File: config.mk
export PLATFORM = sky130hd
export DESIGN_NAME = dot_channel_feeder
export DESIGN_NICKNAME = d
export VERILOG_FILES = /design/src/rtl/dot_channel_feeder_pkg.sv /design/src/rtl/dot_channel_feeder_dc_row_packer.sv /design/src/rtl/dot_channel_feeder.sv
export SDC_FILE = /design/constraint.sdc
export NUM_CORES = 1
export LEC_CHECK = 0
export ABC_CLOCK_PERIOD_IN_PS = 20400
export CAP_MARGIN = 20
export CORE_AREA = 10 10 275 277
export DETAILED_ROUTE_END_ITERATION = 8
export DIE_AREA = 0 0 285 287
export PLACE_DENSITY_LB_ADDON = 0.08
export SYNTH_ARGS = -nofsm -noshare
export SYNTH_HDL_FRONTEND = slang
export SYNTH_SLANG_ARGS = --single-unit
File: constraint.sdc
create_clock -name clk -period 20.4 [get_ports clk]
set_input_delay 3.06 -clock clk [delete_from_list [all_inputs] [get_ports clk]]
set_output_delay 3.06 -clock clk [all_outputs]
set_load 0.05 [all_outputs]
File: src/rtl/dot_channel_feeder_pkg.sv
// Shared widths, state encoding and result payload for the dot-channel feeder family.
package dot_channel_feeder_pkg;

  localparam int unsigned DATA_LEN  = 16;
  localparam int unsigned DC_ROWS   = 6;
  localparam int unsigned DC_WORDS  = 36;
  localparam int unsigned ROW_W     = DC_ROWS * DATA_LEN;
  localparam int unsigned VEC_W     = DC_WORDS * DATA_LEN;
  localparam int unsigned CS_W      = 4;
  localparam int unsigned ROW_CNT_W = 3;
  localparam int unsigned PHASE_W   = 3;

  typedef enum logic [1:0] {
    ST_FILL  = 2'd0,
    ST_ISSUE = 2'd1,
    ST_HOLD  = 2'd2
  } dc_state_e;

  typedef struct packed {
    logic [DATA_LEN-1:0] data;
    logic [CS_W-1:0]     cs;
    logic                last;
  } dc_result_t;

endpackage

File: src/rtl/dot_channel_feeder_dc_row_packer.sv
// Packs six accepted activation rows into one 36-word vector and latches the
// vector phase on the first beat; full_c_o pulses on the beat that completes it.
module dc_row_packer
  import dot_channel_feeder_pkg::*;
(
  input  logic               clk,
  input  logic               rst,
  input  logic               in_valid_i,
  input  logic               in_ready_i,
  input  logic [ROW_W-1:0]   in_row_i,
  input  logic [PHASE_W-1:0] in_phase_i,
  output logic [VEC_W-1:0]   vec_o,
  output logic [PHASE_W-1:0] phase_o,
  output logic               full_c_o
);

  logic [ROW_CNT_W-1:0] row_cnt_q, row_cnt_d;
  logic [VEC_W-1:0]     vec_q, vec_d;
  logic [PHASE_W-1:0]   phase_q, phase_d;
  logic                 accept;

  // Row write, phase latch and row counter with explicit 5->0 wrap.
  always_comb begin
    accept    = in_valid_i && in_ready_i;
    row_cnt_d = row_cnt_q;
    vec_d     = vec_q;
    phase_d   = phase_q;
    full_c_o  = 1'b0;
    if (accept) begin
      for (int unsigned k = 0; k < DC_ROWS; k++) begin
        if (row_cnt_q == ROW_CNT_W'(k)) begin
          vec_d[k*ROW_W +: ROW_W] = in_row_i;
        end
      end
      if (row_cnt_q == '0) begin
        phase_d = in_phase_i;
      end
      if (row_cnt_q == ROW_CNT_W'(DC_ROWS - 1)) begin
        row_cnt_d = '0;
        full_c_o  = 1'b1;
      end else begin
        row_cnt_d = row_cnt_q + ROW_CNT_W'(1);
      end
    end
  end

  // Packer state registers.
  always_ff @(posedge clk or posedge rst) begin
    if (rst) begin
      row_cnt_q <= '0;
      vec_q     <= '0;
      phase_q   <= '0;
    end else begin
      row_cnt_q <= row_cnt_d;
      vec_q     <= vec_d;
      phase_q   <= phase_d;
    end
  end

  assign vec_o   = vec_q;
  assign phase_o = phase_q;

endmodule

File: src/rtl/dot_channel_feeder.sv
// Transmit side of the dot-channel interface: fills a vector, sweeps cs 0..CS_NUM-1
// through one dot channel and forwards each tagged result downstream.
// Optional feature macro: DC_FEEDER_TIMEOUT_EN (ISSUE timeout with sticky err).
module dot_channel_feeder
  import dot_channel_feeder_pkg::*;
#(
  parameter int unsigned CS_NUM  = 9,
  parameter int unsigned TIMEOUT = 15
) (
  input  logic                clk,
  input  logic                rst,
  input  logic                in_valid,
  output logic                in_ready,
  input  logic [ROW_W-1:0]    in_row,
  input  logic [PHASE_W-1:0]  in_phase,
  output logic [VEC_W-1:0]    dc_d,
  output logic                dc_load,
  output logic                ws_load,
  output logic [CS_W-1:0]     dc_cs,
  output logic [PHASE_W-1:0]  dc_phase,
  input  logic                dc_valid,
  input  logic [DATA_LEN-1:0] dc_q,
  output logic                res_valid,
  input  logic                res_ready,
  output logic [DATA_LEN-1:0] res_data,
  output logic [CS_W-1:0]     res_cs,
  output logic                res_last,
  output logic                err
);

  dc_state_e           state_q, state_d;
  logic [CS_W-1:0]     cs_cnt_q, cs_cnt_d;
  dc_result_t          res_q, res_d;
  logic                res_valid_q, res_valid_d;
  logic                load_q, load_d;
  logic                in_ready_q, in_ready_d;
  logic                full_c;
  logic                capture;
  logic [DATA_LEN-1:0] cap_data;

`ifdef DC_FEEDER_TIMEOUT_EN
  localparam int unsigned TMO_W = (TIMEOUT > 1) ? $clog2(TIMEOUT + 1) : 1;
  logic [TMO_W-1:0] tmo_cnt_q, tmo_cnt_d;
  logic             err_q, err_d;
`endif

  dc_row_packer u_packer (
    .clk        (clk),
    .rst        (rst),
    .in_valid_i (in_valid),
    .in_ready_i (in_ready_q),
    .in_row_i   (in_row),
    .in_phase_i (in_phase),
    .vec_o      (dc_d),
    .phase_o    (dc_phase),
    .full_c_o   (full_c)
  );

  // Sweep FSM: next state, cs sequencing, result capture and registered strobes.
  always_comb begin
    state_d     = state_q;
    cs_cnt_d    = cs_cnt_q;
    res_d       = res_q;
    res_valid_d = res_valid_q;
    capture     = 1'b0;
    cap_data    = '0;
`ifdef DC_FEEDER_TIMEOUT_EN
    err_d       = err_q;
`endif
    case (state_q)
      ST_FILL: begin
        if (full_c) begin
          state_d = ST_ISSUE;
        end
      end
      ST_ISSUE: begin
        if (dc_valid) begin
          capture  = 1'b1;
          cap_data = dc_q;
        end
`ifdef DC_FEEDER_TIMEOUT_EN
        else if (tmo_cnt_q == TMO_W'(TIMEOUT - 1)) begin
          capture  = 1'b1;
          cap_data = '0;
          err_d    = 1'b1;
        end
`endif
        if (capture) begin
          res_d.data  = cap_data;
          res_d.cs    = cs_cnt_q;
          res_d.last  = (cs_cnt_q == CS_W'(CS_NUM - 1));
          res_valid_d = 1'b1;
          state_d     = ST_HOLD;
        end
      end
      ST_HOLD: begin
        if (res_valid_q && res_ready) begin
          res_valid_d = 1'b0;
          if (res_q.last) begin
            cs_cnt_d = '0;
            state_d  = ST_FILL;
          end else begin
            cs_cnt_d = cs_cnt_q + CS_W'(1);
            state_d  = ST_ISSUE;
          end
        end
      end
      default: begin
        state_d = ST_FILL;
      end
    endcase
    // Loads drop for at least the cycle the result is presented, re-arming the channel.
    load_d     = (state_d == ST_ISSUE);
    in_ready_d = (state_d == ST_FILL);
  end

`ifdef DC_FEEDER_TIMEOUT_EN
  // Cycles spent waiting in ISSUE for the current cs.
  always_comb begin
    tmo_cnt_d = '0;
    if (state_q == ST_ISSUE && state_d == ST_ISSUE) begin
      tmo_cnt_d = tmo_cnt_q + TMO_W'(1);
    end
  end

  // Timeout counter and sticky error flag.
  always_ff @(posedge clk or posedge rst) begin
    if (rst) begin
      tmo_cnt_q <= '0;
      err_q     <= 1'b0;
    end else begin
      tmo_cnt_q <= tmo_cnt_d;
      err_q     <= err_d;
    end
  end

  assign err = err_q;
`else
  // Without the timeout the channel is waited on indefinitely and err never sets.
  assign err = 1'b0 & (TIMEOUT == 0);
`endif

  // FSM state and output registers.
  always_ff @(posedge clk or posedge rst) begin
    if (rst) begin
      state_q     <= ST_FILL;
      cs_cnt_q    <= '0;
      res_q       <= '0;
      res_valid_q <= 1'b0;
      load_q      <= 1'b0;
      in_ready_q  <= 1'b1;
    end else begin
      state_q     <= state_d;
      cs_cnt_q    <= cs_cnt_d;
      res_q       <= res_d;
      res_valid_q <= res_valid_d;
      load_q      <= load_d;
      in_ready_q  <= in_ready_d;
    end
  end

  assign in_ready  = in_ready_q;
  assign dc_load   = load_q;
  assign ws_load   = load_q;
  assign dc_cs     = cs_cnt_q;
  assign res_valid = res_valid_q;
  assign res_data  = res_q.data;
  assign res_cs    = res_q.cs;
  assign res_last  = res_q.last;

endmodule

Word-level counts from Yosys, hierarchy flattened
Cells that the tools add are included.
{ "totals": {"ff_bits": 612, "inputBits": 120, "output_inout_bits": 609, "word_cells": 59} }
{ "classes": {"addsub": 2, "n_eq_ne": 11, "n_mux": 15, "n_reduce_logical": 15} }
{ "op_table": {"columns": ["op", "n"], "rows": [
  ["16-bit 2-to-1 mux", 1],
  ["2-bit AND reduction", 8],
  ["1-bit 2-to-1 mux", 7],
  ["3-bit by 2-bit == test with 1-bit output (second input constant)", 2],
  ["3-bit == test (second input constant)", 2],
  ["2-bit 2-to-1 mux", 3],
  ["2-bit case mux with 3 select lines", 1],
  ["4-bit by 1-bit adder with 4-bit output (second input constant)", 1],
  ["2-bit by 1-bit == test with 1-bit output (second input constant)", 2],
  ["4-bit == test (second input constant)", 1],
  ["2-bit zero test", 2],
  ["4-bit 2-to-1 mux", 1],
  ["2-bit inequality test (second input constant)", 2],
  ["3-bit by 1-bit adder with 3-bit output (second input constant)", 1],
  ["3-bit by 1-bit == test with 1-bit output (second input constant)", 1],
  ["3-bit zero test", 1],
  ["3-bit 2-to-1 mux", 1],
  ["3-bit AND reduction", 1],
  ["2-bit == test (second input constant)", 1],
  ["1-bit logical AND", 2],
  ["1-bit case mux with 2 select lines", 1],
  ["2-bit nonzero test", 1]
]} }

Depth between registers and ports, before layout
{ "depth": {"word_depth": 6, "ltp_mapped": 7, "ltp_nobuf": 4} }

By module
Synthesis repeated with hierarchy kept, for this count alone.
{ "hier_totals": {"cells_unflattened": 1334, "area_unflattened_um2": 22869.4} }
{ "modules_own_cells": {"columns": ["mod", "instances", "cells_each", "area_each_um2", "seq_area_each_um2"], "rows": [
  ["dc_row_packer", 1, 1241, 21565.7, 14564.0],
  ["dot_channel_feeder", 1, 93, 1303.8, 752.0]
]} }

Worst setup path after synthesis
Ideal clock, no wire load.
{ "synth_path": {"path_kind": "input-to-reg", "from": "input port in_valid", "to": "register u_packer.vec_q[486], in the netlist u_packer.vec_o[486]", "setup_time_ns": 0.125, "arrival_time_ns": 4.217, "required_time_ns": 20.275, "path_slack_ns": 16.058, "cell_stages": 6, "n_path_buf": 3, "path_cell_list": "and2_1 > buf_6 > nor4b_1 > buf_2 > buf_4 > mux2_2"} }
{ "synth_between": {"elab_chain_len": 2} }
{ "synth_rtl": {"columns": ["item", "line", "text"], "rows": [
  ["from (decl)", "dot_channel_feeder.sv:12", "input logic in_valid,"],
  ["1-bit logical AND", "dot_channel_feeder_dc_row_packer.sv:24", "accept = in_valid_i && in_ready_i;"],
  ["2-bit AND reduction (no source line)", null, null],
  ["to (signal assigned)", "dot_channel_feeder_dc_row_packer.sv:55", "vec_q <= vec_d;"],
  ["to (decl)", "dot_channel_feeder_dc_row_packer.sv:18", "logic [VEC_W-1:0] vec_q, vec_d;"]
]} }
No other way between the ends.
A chain may end at the register's enable or synchronous reset.

==> results.py <==
metrics = {
    "run_status": {
        "status": "finished, final reports clean",
    },
    "sta": {
        "setup_tns_ns": 0,
        "timing.final.crit_share": 0.323,
        "hold_slack_ns": 0.487,
        "skew_ns": 0.0300,
        "fmax_mhz": 152,
        "worstMarginPinSlew_ns": 1.13,
        "setup-violations-final": 0,
        "slew_viol_final": 0,
        "rsz0062_at_grt": "false",
        "hold_viol_final": 0,
        "period_needed_ns": 6.59,
        "slew_headroom": 0.250,
    },
    "cts": {
        "hold_buffers": 0,
        "clock_path_buffers": 3,
        "clock_latency_ns": 0.59,
        "cts_inserted_buffers": 70,
        "cts.clk_slew.worst_paths_ns": 0.05,
        "cts_sinks": 612,
        "postCtsSetupBuffers": 0,
        "htree_levels": 3,
        "clockRootBuffer": "clkbuf_16",
        "cts_tree": "yes",
        "cts_resized": 0,
    },
    "floorplanning": {
        "floorplan.rows": 97,
        "die_area_sq_um": 81800,
        "num_io_pins": 729,
        "start_util": 0.329,
        "die_w_microns": 285,
        "core_area_sq_um": 69800,
        "dieHeight_microns": 287,
    },
    "setup_path": {
        "crit_family": "buffers and inverters",
        "path_buf_inv": 6,
        "worstPathRequired_ns": 21.05,
        "critPathSlowestCell": "buf_4",
        "cp_data_arrival_time_ns": 7.24,
        "critical-path-max-stage-delay_ns": 0.81,
        "critPathCaptureType": "asynchronous set/reset pin",
        "cp_common_cell": "buf_4",
        "crit_type": "in -> async",
        "path_cells": "clkdlybuf4s50_1, inv_8, buf_4, buf_4, buf_4, buf_4",
        "worstPathMaxFanout": 126,
        "crit_path_start_kind": "input pin",
    },
    "drt": {
        "dr.pass1.iters": 5,
        "drtIter0Drc": 567,
        "vias_per_cell": 4.63,
        "num_vias": 14300,
        "ant_nets": 0,
        "post_drt_wl_per_cell_microns": 26.1,
        "drc": 0,
        "finalWirelength_microns": 80300,
    },
    "placement": {
        "port_buffers": 727,
        "dp_hpwl_microns": 58100,
        "gp_congestion": 0.754,
    },
    "yosys": {
        "synth_seq_area_share": 0.667,
        "synthCells": 1334,
        "yosys-top-cells-area": "dfrtp_1 (67%), mux2_2 (27%), mux2_4 (2.6%), buf_2 (0.83%), buf_4 (0.69%)",
        "synth_area_per_cell_sq_um": 17.2,
        "yosys.area.top_type": "dfrtp_1",
        "yosysTopAreaCellShare": 0.665,
        "yosysUniqueCellTypes": 35,
        "synth-seq-cells": 612,
        "syn-num-nets": 1457,
        "synthesis.area_sq_um": 23000,
        "ys_warn_count": 0,
    },
    "flow_run": {
        "max-cap-violations": 0,
    },
    "global_routing": {
        "grtUsageTotal": 0.192,
        "gr-total-overflow": 0,
        "grt_max_degree": 127,
        "grt_pass1_wl_microns": 117000,
        "antenna_found_initial": 4,
        "grt_pass1_vias": 15800,
    },
    "cells_and_area": {
        "num-fill-cells": 6105,
        "final-seq-area_sq_um": 15300,
        "postLayoutCoreUtil": 0.480,
        "drive_gt1_frac": 0.333,
        "multi_input_area_sq_um": 7250,
        "area_growth_pct": 45.7,
        "nets": 2207,
    },
    "worst_hold_path": {
        "hold_class": "reg -> reg",
    },
}
==> synthesized netlist by cell type, drive strengths merged <==
master  count
mux2      597
and3        1
clkbuf      1
nand3       4
a31oi       1
inv         5
nand4b      1
nand2      11
a21oi       1
buf        66
nor3        1
o21ai       6
nand2b      1
xnor2       1
o31ai       3
or2         1
a21o        1
nand3b      1
nor4b       2
dfstp       1
nor2        4
a211oi      1
ha          3
and4        1
and2        2
conb        1
dfrtp     611
a211o       3
nor3b       2
==> cells by family (layout without fill, tap and decap cells) <==
group,count (synthesis),count (layout),share of synthesized area
buf+inv,72,873,0.0195
other cells,1,3,0.000163
fa+ha+maj,3,3,0.00163
mux,597,597,0.299
simple gates,32,32,0.00795
compound gates,16,16,0.00457
xor+xnor,1,1,0.000381
flops,612,612,0.667
==> per-layer routing <==
layer  GRT usage  share of wire  vias to the layer above
li1            -              -                     6245
met1       0.206           0.37                     7452
met2       0.347           0.52                      423
met3      0.0600          0.066                      127
met4      0.0778          0.040                        4
met5           0        0.00031                        -
==> state kept, by name, summed over array words and instances, names as in the netlist <==
signal and cells:
dc_cs 4, dc_load 1, in_ready 1, res_cs 4
res_data 16, res_last 1, res_valid 1, state_q 2
u_packer.phase_o 3, u_packer.row_cnt_q 3, u_packer.vec_o 576
==> area by class of cell <==
type / count / area share
inverter: 5 / 0.000785
clock inverter: 14 / 0.00591
tap: 940 / 0.0351
clock buffer: 109 / 0.0625
antenna: 2 / 0.000150
timing repair buffer: 745 / 0.221
sequential: 612 / 0.458
multi-input combinational: 650 / 0.217
==> per-stage QoR <==
step / cell area, sq um / setup slack [ns] / std cells
detailed placement: 31200 / 12.93 / 2952
global route: 33500 / 13.13 / 3076
CTS: 33500 / 13.58 / 3075
finish: 33500 / 13.81 / 3077
floorplan: 23000 / 0.207 / 1334
global placement: 31200 / 13.02 / 2952
==> placed cells by master, fill, tap and decap left out, types with 3 or more instances in the layout <==
cell type	instances
clkbuf_8	15
clkinv_2	4
clkbuf_1	22
buf_4	18
a211o_1	3
nand2_1	10
mux2_1	14
inv_6	3
clkdlybuf4s50_1	727
ha_1	3
o31ai_1	3
inv_1	3
mux2_2	543
clkbuf_16	72
bufinv_16	4
mux2_4	40
nor2_1	4
o21ai_0	6
dfrtp_1	611
==> worst paths after layout <==
path | from | depth (start not counted) | slack, ns | to
max in group clk | in_valid | 5 | 14.53 | u_packer.vec_o[282]
max reg2reg | in_ready | 4 | 16.92 | u_packer.vec_o[282]
min reg2reg | u_packer.vec_o[191] | 1 | 0.49 | u_packer.vec_o[191]
min in group asynchronous | rst | 2 | 3.08 | u_packer.vec_o[544]
max | rst | 6 | 13.81 | u_packer.vec_o[311]
min | u_packer.vec_o[191] | 1 | 0.49 | u_packer.vec_o[191]
Power is left out: the tool's default activity adds up to more than one toggle a clock period on the data nets, which glitch-free logic cannot reach.
